**config.mk**
```make
export PLATFORM = sky130hd
export DESIGN_NAME = cache_control
export DESIGN_NICKNAME = d
export VERILOG_FILES = /design/src/rtl/cache_ctrl_pkg.sv /design/src/rtl/sat_counter.sv /design/src/rtl/cache_control.sv
export SDC_FILE = /design/constraint.sdc
export NUM_CORES = 1
export LEC_CHECK = 0
export BUFFER_PORTS_ARGS = -buffer_cell sky130_fd_sc_hd__buf_2
export CORE_MARGIN = 5
export CORE_UTILIZATION = 50
export CTS_CLUSTER_SIZE = 8
export DETAILED_ROUTE_END_ITERATION = 7
export HOLD_SLACK_MARGIN = 0.02
export PLACE_DENSITY = 0.79
export SETUP_SLACK_MARGIN = 0.05
export SLEW_MARGIN = 10
export SYNTH_ARGS = -nofsm -noshare
export SYNTH_HDL_FRONTEND = slang
export SYNTH_SLANG_ARGS = --single-unit
export TNS_END_PERCENT = 20
```
**constraint.sdc**
```tcl
create_clock -name clk -period 2.7 [get_ports clk]
set_input_delay 0.54 -clock clk [delete_from_list [all_inputs] [get_ports clk]]
set_output_delay 0.54 -clock clk [all_outputs]
set_load 0.02 [all_outputs]
```
**src/rtl/cache_ctrl_pkg.sv**
```systemverilog
`default_nettype none
// ============================================================================
// Module      : cache_ctrl_pkg
// Description : Shared state encoding and mux-select constants for the
//               write-back cache sequencer.
// Revision    : 1.0 - initial release
// ============================================================================
package cache_ctrl_pkg;

  typedef enum logic [1:0] {
    IDLE      = 2'd0,
    COMPARE   = 2'd1,
    WRITEBACK = 2'd2,
    FILL      = 2'd3
  } cache_state_e;

  localparam logic DATA_SEL_CPU  = 1'b0;
  localparam logic DATA_SEL_PMEM = 1'b1;

  localparam logic ADDR_SEL_CPU  = 1'b0;
  localparam logic ADDR_SEL_WB   = 1'b1;

endpackage
`default_nettype wire

```
**src/rtl/sat_counter.sv**
```systemverilog
`default_nettype none
// ============================================================================
// Module      : sat_counter
// Description : Up-counter that holds at all-ones instead of wrapping.
// Revision    : 1.0 - initial release
// ============================================================================
module sat_counter #(
  parameter int WIDTH = 32
) (
  input  logic             clk,
  input  logic             rst_n,
  input  logic             inc,
  output logic [WIDTH-1:0] count
);

  always_ff @(posedge clk or negedge rst_n) begin
    if (!rst_n) begin
      count <= '0;
    end else if (inc && (count != {WIDTH{1'b1}})) begin
      count <= count + 1'b1;
    end
  end

endmodule
`default_nettype wire

```
**src/rtl/cache_control.sv**
```systemverilog
`default_nettype none
// ============================================================================
// Module      : cache_control
// Description : Hit/miss sequencer for a direct-mapped write-back cache with
//               write-back, line fill and saturating performance counters.
// Revision    : 1.0 - initial release
// ============================================================================
module cache_control
  import cache_ctrl_pkg::*;
#(
  parameter int CNT_W = 32
) (
  input  logic             clk,
  input  logic             rst_n,
  input  logic             mem_read,
  input  logic             mem_write,
  output logic             mem_resp,
  input  logic             hit,
  input  logic             dirty,
  output logic             pmem_read,
  output logic             pmem_write,
  input  logic             pmem_resp,
  output logic             load_tag,
  output logic             load_valid,
  output logic             load_dirty,
  output logic             load_data,
  output logic             valid_in,
  output logic             dirty_in,
  output logic             data_sel,
  output logic             addr_sel,
  output logic [CNT_W-1:0] hit_count,
  output logic [CNT_W-1:0] miss_count,
  output logic [CNT_W-1:0] wb_count
);

  cache_state_e r_state;
  cache_state_e w_next_state;
  logic         r_retry;
  logic         w_req;
  logic         w_hit_inc;
  logic         w_miss_inc;
  logic         w_wb_inc;

  assign w_req = mem_read | mem_write;

  // retry marks the post-fill compare so its hit is not counted a second time
  always_ff @(posedge clk or negedge rst_n) begin
    if (!rst_n) begin
      r_state <= IDLE;
      r_retry <= 1'b0;
    end else begin
      r_state <= w_next_state;
      if ((r_state == IDLE) && w_req) begin
        r_retry <= 1'b0;
      end else if ((r_state == FILL) && pmem_resp) begin
        r_retry <= 1'b1;
      end
    end
  end

  always_comb begin
    w_next_state = r_state;
    mem_resp     = 1'b0;
    pmem_read    = 1'b0;
    pmem_write   = 1'b0;
    load_tag     = 1'b0;
    load_valid   = 1'b0;
    load_dirty   = 1'b0;
    load_data    = 1'b0;
    valid_in     = 1'b0;
    dirty_in     = 1'b0;
    data_sel     = DATA_SEL_CPU;
    addr_sel     = ADDR_SEL_CPU;
    w_hit_inc    = 1'b0;
    w_miss_inc   = 1'b0;
    w_wb_inc     = 1'b0;

    case (r_state)
      IDLE: begin
        if (w_req) begin
          w_next_state = COMPARE;
        end
      end

      COMPARE: begin
        if (!w_req) begin
          w_next_state = IDLE;
        end else if (hit) begin
          mem_resp     = 1'b1;
          w_hit_inc    = ~r_retry;
          w_next_state = IDLE;
          // a write (including read+write) merges CPU data into the line
          if (mem_write) begin
            load_data  = 1'b1;
            data_sel   = DATA_SEL_CPU;
            load_dirty = 1'b1;
            dirty_in   = 1'b1;
          end
        end else begin
          w_miss_inc = 1'b1;
          if (dirty) begin
            w_wb_inc     = 1'b1;
            w_next_state = WRITEBACK;
          end else begin
            w_next_state = FILL;
          end
        end
      end

      WRITEBACK: begin
        pmem_write = 1'b1;
        addr_sel   = ADDR_SEL_WB;
        if (pmem_resp) begin
          w_next_state = FILL;
        end
      end

      FILL: begin
        pmem_read = 1'b1;
        addr_sel  = ADDR_SEL_CPU;
        if (pmem_resp) begin
          load_data    = 1'b1;
          data_sel     = DATA_SEL_PMEM;
          load_tag     = 1'b1;
          load_valid   = 1'b1;
          valid_in     = 1'b1;
          load_dirty   = 1'b1;
          dirty_in     = 1'b0;
          w_next_state = w_req ? COMPARE : IDLE;
        end
      end

      default: begin
        w_next_state = IDLE;
      end
    endcase
  end

  sat_counter #(.WIDTH(CNT_W)) u_hit_cnt (
    .clk   (clk),
    .rst_n (rst_n),
    .inc   (w_hit_inc),
    .count (hit_count)
  );

  sat_counter #(.WIDTH(CNT_W)) u_miss_cnt (
    .clk   (clk),
    .rst_n (rst_n),
    .inc   (w_miss_inc),
    .count (miss_count)
  );

  sat_counter #(.WIDTH(CNT_W)) u_wb_cnt (
    .clk   (clk),
    .rst_n (rst_n),
    .inc   (w_wb_inc),
    .count (wb_count)
  );

endmodule
`default_nettype wire
```
==> impl_summary.md, run 1 <==
Clocking
In this run, post-CTS hold repair placed 0 buffers. The maximum level of the CTS H-tree is 3. The latest clock arrival within the worst-skew pair is 350 ps.

The clock input transition at the sequential cells of the worst setup and hold paths is ~100 ps. The post-CTS setup buffer count is 0. No sink is reached through more buffers than the 2 on the longest clock path. The clock tree from TritonCTS is yes.

Once the clock tree was built, the resizer swapped 0 gates to a different size. Clock tree synthesis found a total of 99 sinks. The number of buffers added by the clock tree synthesis step is 9.

The root buffer cell chosen for the clock tree is clkbuf_8.

Detailed routing
After detailed routing, the average wire length per cell comes to approximately 15 um. Wires add up to 10.25 mm. Across all layers, the routed design uses about 3,700 vias. The DRC marker count from the first detailed-route iteration is 200. The pre-antenna-repair detailed-routing pass consisted of 4 iterations. The count of nets left with antenna violations after detail routing is 0. In the routed layout, each cell is associated on average with a via count of 5.424. The detailed-route DRC error count is 0.

Critical path
The signal on the critical path passes through nand2b_1 > nor3_1 > nand4_1 > a21oi_1 > nand4_1 > xnor2_1. The maximum single-stage delay on the critical path is about 550 ps. At the worst endpoint, the required time is 2950 ps. The startpoint class of the critical path is a flip-flop. At the worst endpoint, the arrival time is approximately 2600 ps. The worst-path maximum fanout is 11. STA classifies the critical path endpoint as a flip-flop. Among the stages of the critical path, the cell type that occurs most often is nand4_1. The slowest cell on the critical path is a21oi_1. The setup path with the least slack is of type reg -> reg.

Global routing
The overall overflow remaining after global route is 0. Entering global routing, the biggest net connects 46 pins. The global routing usage summed across all routing layers is 18.97%. The wire length of the first global-routing pass is 17.53 mm. The via count of the first global-routing pass came to approximately 3,700. The initial antenna violation count is 0.

Timing
The clock arrives with between 10 and 15 ps of skew. For this run, the top clock speed supported by timing is ~0.42 GHz. The final hold violation count was 0. The count of final setup violators is 0. The count of final max-slew check failures was 0. The share of the clock period used by the worst path after layout is 87.49%. Adding up every negative setup slack in the final design gives 0 ps. The worst hold slack is between 150 and 200 ps. Counting I/O delays and the setup requirement, the final critical path takes around 2400 ps. The actual slew at the worst max-slew pin is ~640 ps. The tightest slew margin relative to the limit is 56.83%. Setup repair after global routing left no endpoint under its margin.

Synthesis
The Yosys step of the flow raised 0 warnings. The mapped netlist covers 4664 sq um. The sequential cell area fraction in the yosys report is between 50% and 60%. Averaged over all synthesized cells, the footprint is about 11 sq um. The number of nets in the synthesized netlist is 450.

The number of different library cells in the post-synthesis netlist is 40. The number of flip-flops and latches in the synthesized netlist is between 90 and 100. After technology mapping, the gate count stands at 440.

Power
IR analysis of the VDD net gives a maximum drop of around 0.39 mV. The leakage power of the design is about 2.9 nW. Power spread over the standard cell area amounts to 620.9 nW/um^2. The total power draw is roughly 3.5 mW.

Die
The initial cell density of the core is between 50% and 60%. around 110 I/O pins were placed. Measured along the y axis, the die boundary spans 106.6 um.

The floorplan step defined a core boundary enclosing approximately 9000 sq um. The die covers ~11,000 sq um. The x dimension of the die is 106.6 um.

After floorplanning, the core was divided into 35 placement rows.

Finish
The repair_antennas step left the layout with diodes totalling 0. Of the cells placed in the final design, the portion with a size suffix greater than 1 is between 20% and 30%. The post-route core utilization is about three fifths.

The layout has 760 filler cells. From synthesis to final layout, the design area changed by 19.72%. The final design instance area without fill is 5584 sq um.

After the last flow step, the layout net total stands at 569.

Worst hold path
The worst min-delay path class is in -> async.

Outcome
The flow ran to the end, and the final reports show no timing, DRC or antenna violations.

Run
Across the run, the number of max-cap violations was 0.

Placed design
In this run the tool buffered the top-level ports with ~110 buffer cells. Detailed placement ended at an HPWL of approximately 8 mm. The final weighted congestion in routability-driven placement is roughly 0.82. In this run the cell area measured after placement is 5368 sq um.
[metal layers]
layer / routed length (um) / global-route usage, %
met1: 4514 / 24.59
met4: 163 / 6.393
met3: 718 / 4.997
met2: 4854 / 31.03
met5: 0 / 0
[power by group]
group / internal [mW] / leakage, nW / switching [mW]
registers: 1.60 / 1.35 / 0.166
clock network: 0.524 / 0.103 / 0.499
logic: 0.256 / 1.46 / 0.423
[worst paths after layout]
path | start | to | slack [ps] | cells after the start
min in group clk | u_wb_cnt.count[30]$_DFFE_PN0P_ | u_wb_cnt.count[30]$_DFFE_PN0P_ | 490 | 1
worst min register to register | u_wb_cnt.count[30]$_DFFE_PN0P_ | u_wb_cnt.count[30]$_DFFE_PN0P_ | 490 | 1
worst max register to register | flip-flop | u_miss_cnt.count[15]$_DFFE_PN0P_ | 340 | 6
worst max-delay path | flip-flop | u_miss_cnt.count[15]$_DFFE_PN0P_ | 340 | 6
max in group asynchronous | rst_n | u_miss_cnt.count[24]$_DFFE_PN0P_ | 1860 | 2
worst min-delay path | rst_n | u_wb_cnt.count[28]$_DFFE_PN0P_ | 190 | 1
[critical path, delay by kind of cell, from the launching register on]
| family | cells | cell delay [ps] |
|---|---|---|
| AO/OA/AOI/OAI | 1 | 550 |
| XOR/XNOR | 1 | 150 |
| flip-flops | 1 | 470 |
| AND/OR/NAND/NOR | 4 | 1090 |
[cells in the mapped netlist]
| library cell | count | area (sq um) |
|---|---|---|
| nor3_2 | 1 | 10.01 |
| and2b_2 | 1 | 8.760 |
| nand2_1 | 37 | 138.9 |
| nand2b_1 | 2 | 12.51 |
| nand3_1 | 37 | 185.2 |
| or4_1 | 1 | 7.510 |
| buf_4 | 5 | 37.54 |
| nand3b_1 | 2 | 15.01 |
| or4_4 | 1 | 11.26 |
| o22ai_1 | 1 | 6.260 |
| a21o_1 | 1 | 7.510 |
| and2_2 | 1 | 7.510 |
| clkbuf_1 | 5 | 18.77 |
| and3_2 | 3 | 22.52 |
| a221oi_1 | 1 | 8.760 |
| and3_1 | 16 | 100.1 |
| inv_1 | 12 | 45.04 |
| nor4_1 | 5 | 31.28 |
| nor4b_4 | 1 | 23.77 |
| or3_1 | 1 | 6.260 |
| xor2_1 | 36 | 315.3 |
| xnor2_1 | 56 | 490.5 |
| buf_2 | 1 | 5.000 |
| o21a_1 | 1 | 7.510 |
| nand4b_1 | 2 | 17.52 |
| nor2_1 | 29 | 108.9 |
| ha_1 | 3 | 37.54 |
| nor3_1 | 19 | 95.09 |
| a21oi_1 | 3 | 15.01 |
| or3b_4 | 1 | 11.26 |
| o21ai_0 | 3 | 15.01 |
| and2_1 | 4 | 25.02 |
| or2_2 | 5 | 31.28 |
| and2b_1 | 1 | 7.510 |
| and4_1 | 4 | 35.03 |
| nand3_2 | 1 | 10.01 |
| nand4_1 | 33 | 206.5 |
| mux2_2 | 3 | 33.78 |
| nor3b_1 | 2 | 15.01 |
| dfrtp_1 | 99 | 2477 |
[through the flow]
step	setup WS, ps	cells
after floorplan	613.5	440
after global placement	349.0	659
after detailed placement	291.4	659
after CTS	338.3	675
after global routing	152.1	675
final	337.9	675
[cells by family after synthesis]
kind of cell | share of synthesized area, %
simple gates | 24.52
flops | 53.11
xor+xnor | 17.27
buf+inv | 2.280
compound gates | 1.288
mux | 0.7242
fa+ha+maj | 0.8048
[layout by cell type, fill, tap and decap left out, drive strengths merged, types with 19 or more instances in the layout]
| master | count |
|---|---|
| buf | 119 |
| dfrtp | 99 |
| xnor2 | 56 |
| nand3 | 38 |
| nand2 | 37 |
| xor2 | 36 |
| nand4 | 33 |
| nor2 | 29 |
| nor3 | 20 |
| and3 | 19 |
[final cells by class]
type	count	area [sq um]	share of cell area [%]
clock buffers	10	127.6	2.285
clock inverters	6	88.84	1.591
inverters	12	45.04	0.8066
multi-input cells	318	2081	37.26
flip-flops and latches	99	2477	44.36
well taps	111	138.9	2.487
repair buffers	119	625.6	11.20
[flip-flops by register name, summed over array words and instances (netlist names), named ones only]
| register | cells |
|---|---|
| u_wb_cnt.count | 32 |
| u_miss_cnt.count | 32 |
| u_hit_cnt.count | 32 |
| r_state | 1 |
| r_retry | 1 |
Power figures use the tool's default switching activity.
==> run 2: changes to the inputs <==
- REMOVE_ABC_BUFFERS: unset -> 1
==> run 2 against run 1 <==
Net effect: sequential share of layout area up 0.21 points; clock skew down 2.4 ps; setup slack better by 86 ps; combinational power down 0.9%; global-route usage up 0.050 points; total power down 3.7%; first-iteration DRC count down 41%; final area down 0.47%; largest cell class unchanged.
==> impl_summary.md, run 2 (synthesized netlist as in run 1, its figures left out) <==
Outcome
The flow ran to the end, and the final reports show no timing, DRC or antenna violations.

Critical path
The maximum single-stage delay on the critical path is 500 ps (-50 ps). The slack of the worst reg-to-reg path is 440 ps (+100 ps). On the critical path the largest part of the delay comes from simple AND/OR/NAND/NOR gates. The number of cells on the critical path is 4 (-2).

The critical path is of the reg -> out type. The end of the worst register-to-register path is u_wb_cnt.count[27]$_DFFE_PN0P_. The data arrival at the endpoint of the critical path was 1740 ps (-870 ps). The logic depth of the worst register-to-register path came to 6 (unchanged).

The slowest cell on the critical path is dfrtp_1. The data required time of the worst path is 2160 ps (-790 ps). The buffer and inverter count on the worst path is 1 (+1).

STA classifies the critical path endpoint as an output port. Traced cell by cell, the critical path runs through and2b_1 > and3_2 > or2_2 > buf_2. The worst setup path is launched from a flip-flop. The worst-path maximum fanout is 11 (unchanged).

Detailed routing
The total detailed-routing wirelength is 10.42 mm (+1.6%). The detailed-route wire length per cell is 15.43 um (+1.6%). The via total after detailed routing is 3,651 (-0.27%). The DRC marker count from the first detailed-route iteration is 119 (-41%).

The count of nets left with antenna violations after detail routing is 0 (unchanged). The detailed-routing iteration count for the pre-antenna-repair pass is 4 (unchanged). The detailed-route DRC error count is 0 (unchanged).

The via-per-instance ratio is 5.409 (-0.27%).

Placed design
The count of buffers from port buffering came to 113 (unchanged). The total instance count after detailed placement is 659 (unchanged). The final weighted congestion in routability-driven placement came to 0.8602 (+5.5%). The HPWL after detailed placement is 7.818 mm (about the same).

Die
The core outline area was 9153 sq um (unchanged). The row count is 35 (unchanged). The initial cell density of the core is 50.96% (unchanged). The top-level port count is 114 (unchanged). The floorplan die area is 11,360 sq um (unchanged). The x dimension of the die came to 106.6 um (unchanged).

The die height is 106.6 um (unchanged).

Global routing
The initial antenna violation count is 1 (+1). The maximum number of pins on one net before global-route repair is 47 (+2.2%). The overall overflow remaining after global route was 0 (unchanged). The wire length of the first global-routing pass was 17.73 mm (+1.1%). The via count of the first global-routing pass is 3,704 (+0.95%). The global routing usage summed across all routing layers is 19.02% (+0.050 points).

Finish
In the layout the commonest cells are 112 x buf_2, 99 x dfrtp_1, 56 x xnor2_1. The fraction of final layout cells sized beyond drive strength 1 is 26.95% (unchanged). Compared with the post-synthesis result, the final layout area differs by 19.15%.

The count of filler cells inserted in the layout was 748 (-1.6%). The count of antenna diodes in the layout is 0 (unchanged). The largest registers in the layout are u_hit_cnt.count (32), u_miss_cnt.count (32), u_wb_cnt.count (32). The number of nets at the end of the flow is 569 (unchanged).

The post-layout instance count excluding filler cells is 675 (unchanged). The commonest non-fill, non-tap cell in the layout is buf_2.

Timing
The count of final max-slew check failures was 0 (unchanged). The final hold violation count came to 0 (unchanged). The setup TNS came to 0 ps (unchanged). The count of final setup violators is 0 (unchanged). The worst setup skew after layout is 10.87 ps (-2.410 ps). The actual slew at the worst max-slew pin is 645.3 ps (+2.654 ps). The minimum period implied by the final worst setup slack is 2276 ps (-86.30 ps). The maximum achievable frequency is 0.4394 GHz (+3.8%). The tightest slew margin relative to the limit came to 56.65% (-0.18 points). Setup repair after global routing left no endpoint under its margin.

The share of the clock period used by the worst path after layout is 84.29% (-3.2 points).

Clocking
The number of buffers added by the clock tree synthesis step came to 9 (unchanged). The root buffer cell chosen for the clock tree is clkbuf_8. The post-CTS setup buffer count is 0 (unchanged). The clock input transition at the sequential cells of the worst setup and hold paths is 90 ps (about the same). The total of cells resized after clock tree synthesis came to 0 (unchanged). The latest clock arrival within the worst-skew pair is 350 ps (about the same). TritonCTS built the clock tree. The buffer levels on the longest clock path came to 2 (unchanged).

The maximum level of the CTS H-tree was 3 (unchanged). The count of clock tree sinks came to 99 (unchanged). The count of hold buffers inserted by post-cts repair came to 0 (unchanged).

Power
The total power draw is 3.338 mW (-3.7%). The worst vdd rail ir drop is 0.5860 mV (+49%). The leakage power of the design came to 2.903 nW (-0.23%). The power per unit of standard cell area is 600.5 nW/um^2 (-3.3%).

Worst hold path
The min-delay analysis places its worst path in the category in -> async.

Run
The max-capacitance violation count is 0 (unchanged).
-- run 2: cell types whose count changed in the layout (fill, tap and decap cells not counted), sizes merged --
| cell | before | now |
|---|---|---|
| clkinv | 1 | 2 |
| bufinv | 2 | 0 |
| clkinvlp | 2 | 1 |
| clkbuf | 10 | 13 |
| inv | 13 | 12 |
-- run 2: worst reg2reg max path, cell delays in order (launching register included) --
cell      delay, ps
dfrtp_1         480
and2b_1         240
nand4b_1        120
or4_4           610
or3b_4          420
nor3_2          140
xor2_1          170
-- run 2: metrics by stage --
step	cell area (sq um)	utilization, %	worst slack, ps	hold WS (ps)
after CTS	5558	60.72	395.5	146.7
after floorplan	4603	-	613.5	244.4
after global placement	5368	58.65	435.5	466.4
after detailed placement	5368	58.65	389.1	475.5
after global routing	5558	60.72	227.6	168.0
final	5558	60.72	424.2	141.5
-- run 2: metal layers --
metal	GRT usage, %	share of wire (%)	vias to the layer above
li1	-	-	1759
met1	24.97	44	1774
met2	31.16	48	98
met3	4.816	6.2	18
met4	5.845	1.4	2
met5	0	0.11	-
-- run 2: how the worst max path moves through the flow --
stage	end	slack (ps)
2_1_floorplan	u_wb_cnt.count[27]$_DFFE_PN0P_	610
6_report	load_data	420
3_3_place_gp	u_wb_cnt.count[29]$_DFFE_PN0P_	440
3_5_place_dp	u_wb_cnt.count[21]$_DFFE_PN0P_	390
5_1_grt	u_wb_cnt.count[23]$_DFFE_PN0P_	230
4_1_cts	load_data	400
-- run 2: cell type report --
class                           instances  area (sq um)  share of cell area, %
Multi-Input combinational cell        318          2081                  37.44
Clock inverter                          3         21.27                 0.3827
Sequential cell                        99          2477                  44.57
Clock buffer                           13         168.9                  3.039
Timing Repair Buffer                  119         625.6                  11.26
Tap cell                              111         138.9                  2.499
Inverter                               12         45.04                 0.8104
-- run 2: where the power goes --
part,leakage [nW],switching (mW),internal [mW],total (mW)
Combinational,1.46,0.419,0.254,0.673
Sequential,1.35,0.163,1.60,1.76
Clock,0.0956,0.491,0.412,0.903
Total,2.90,1.07,2.26,3.34
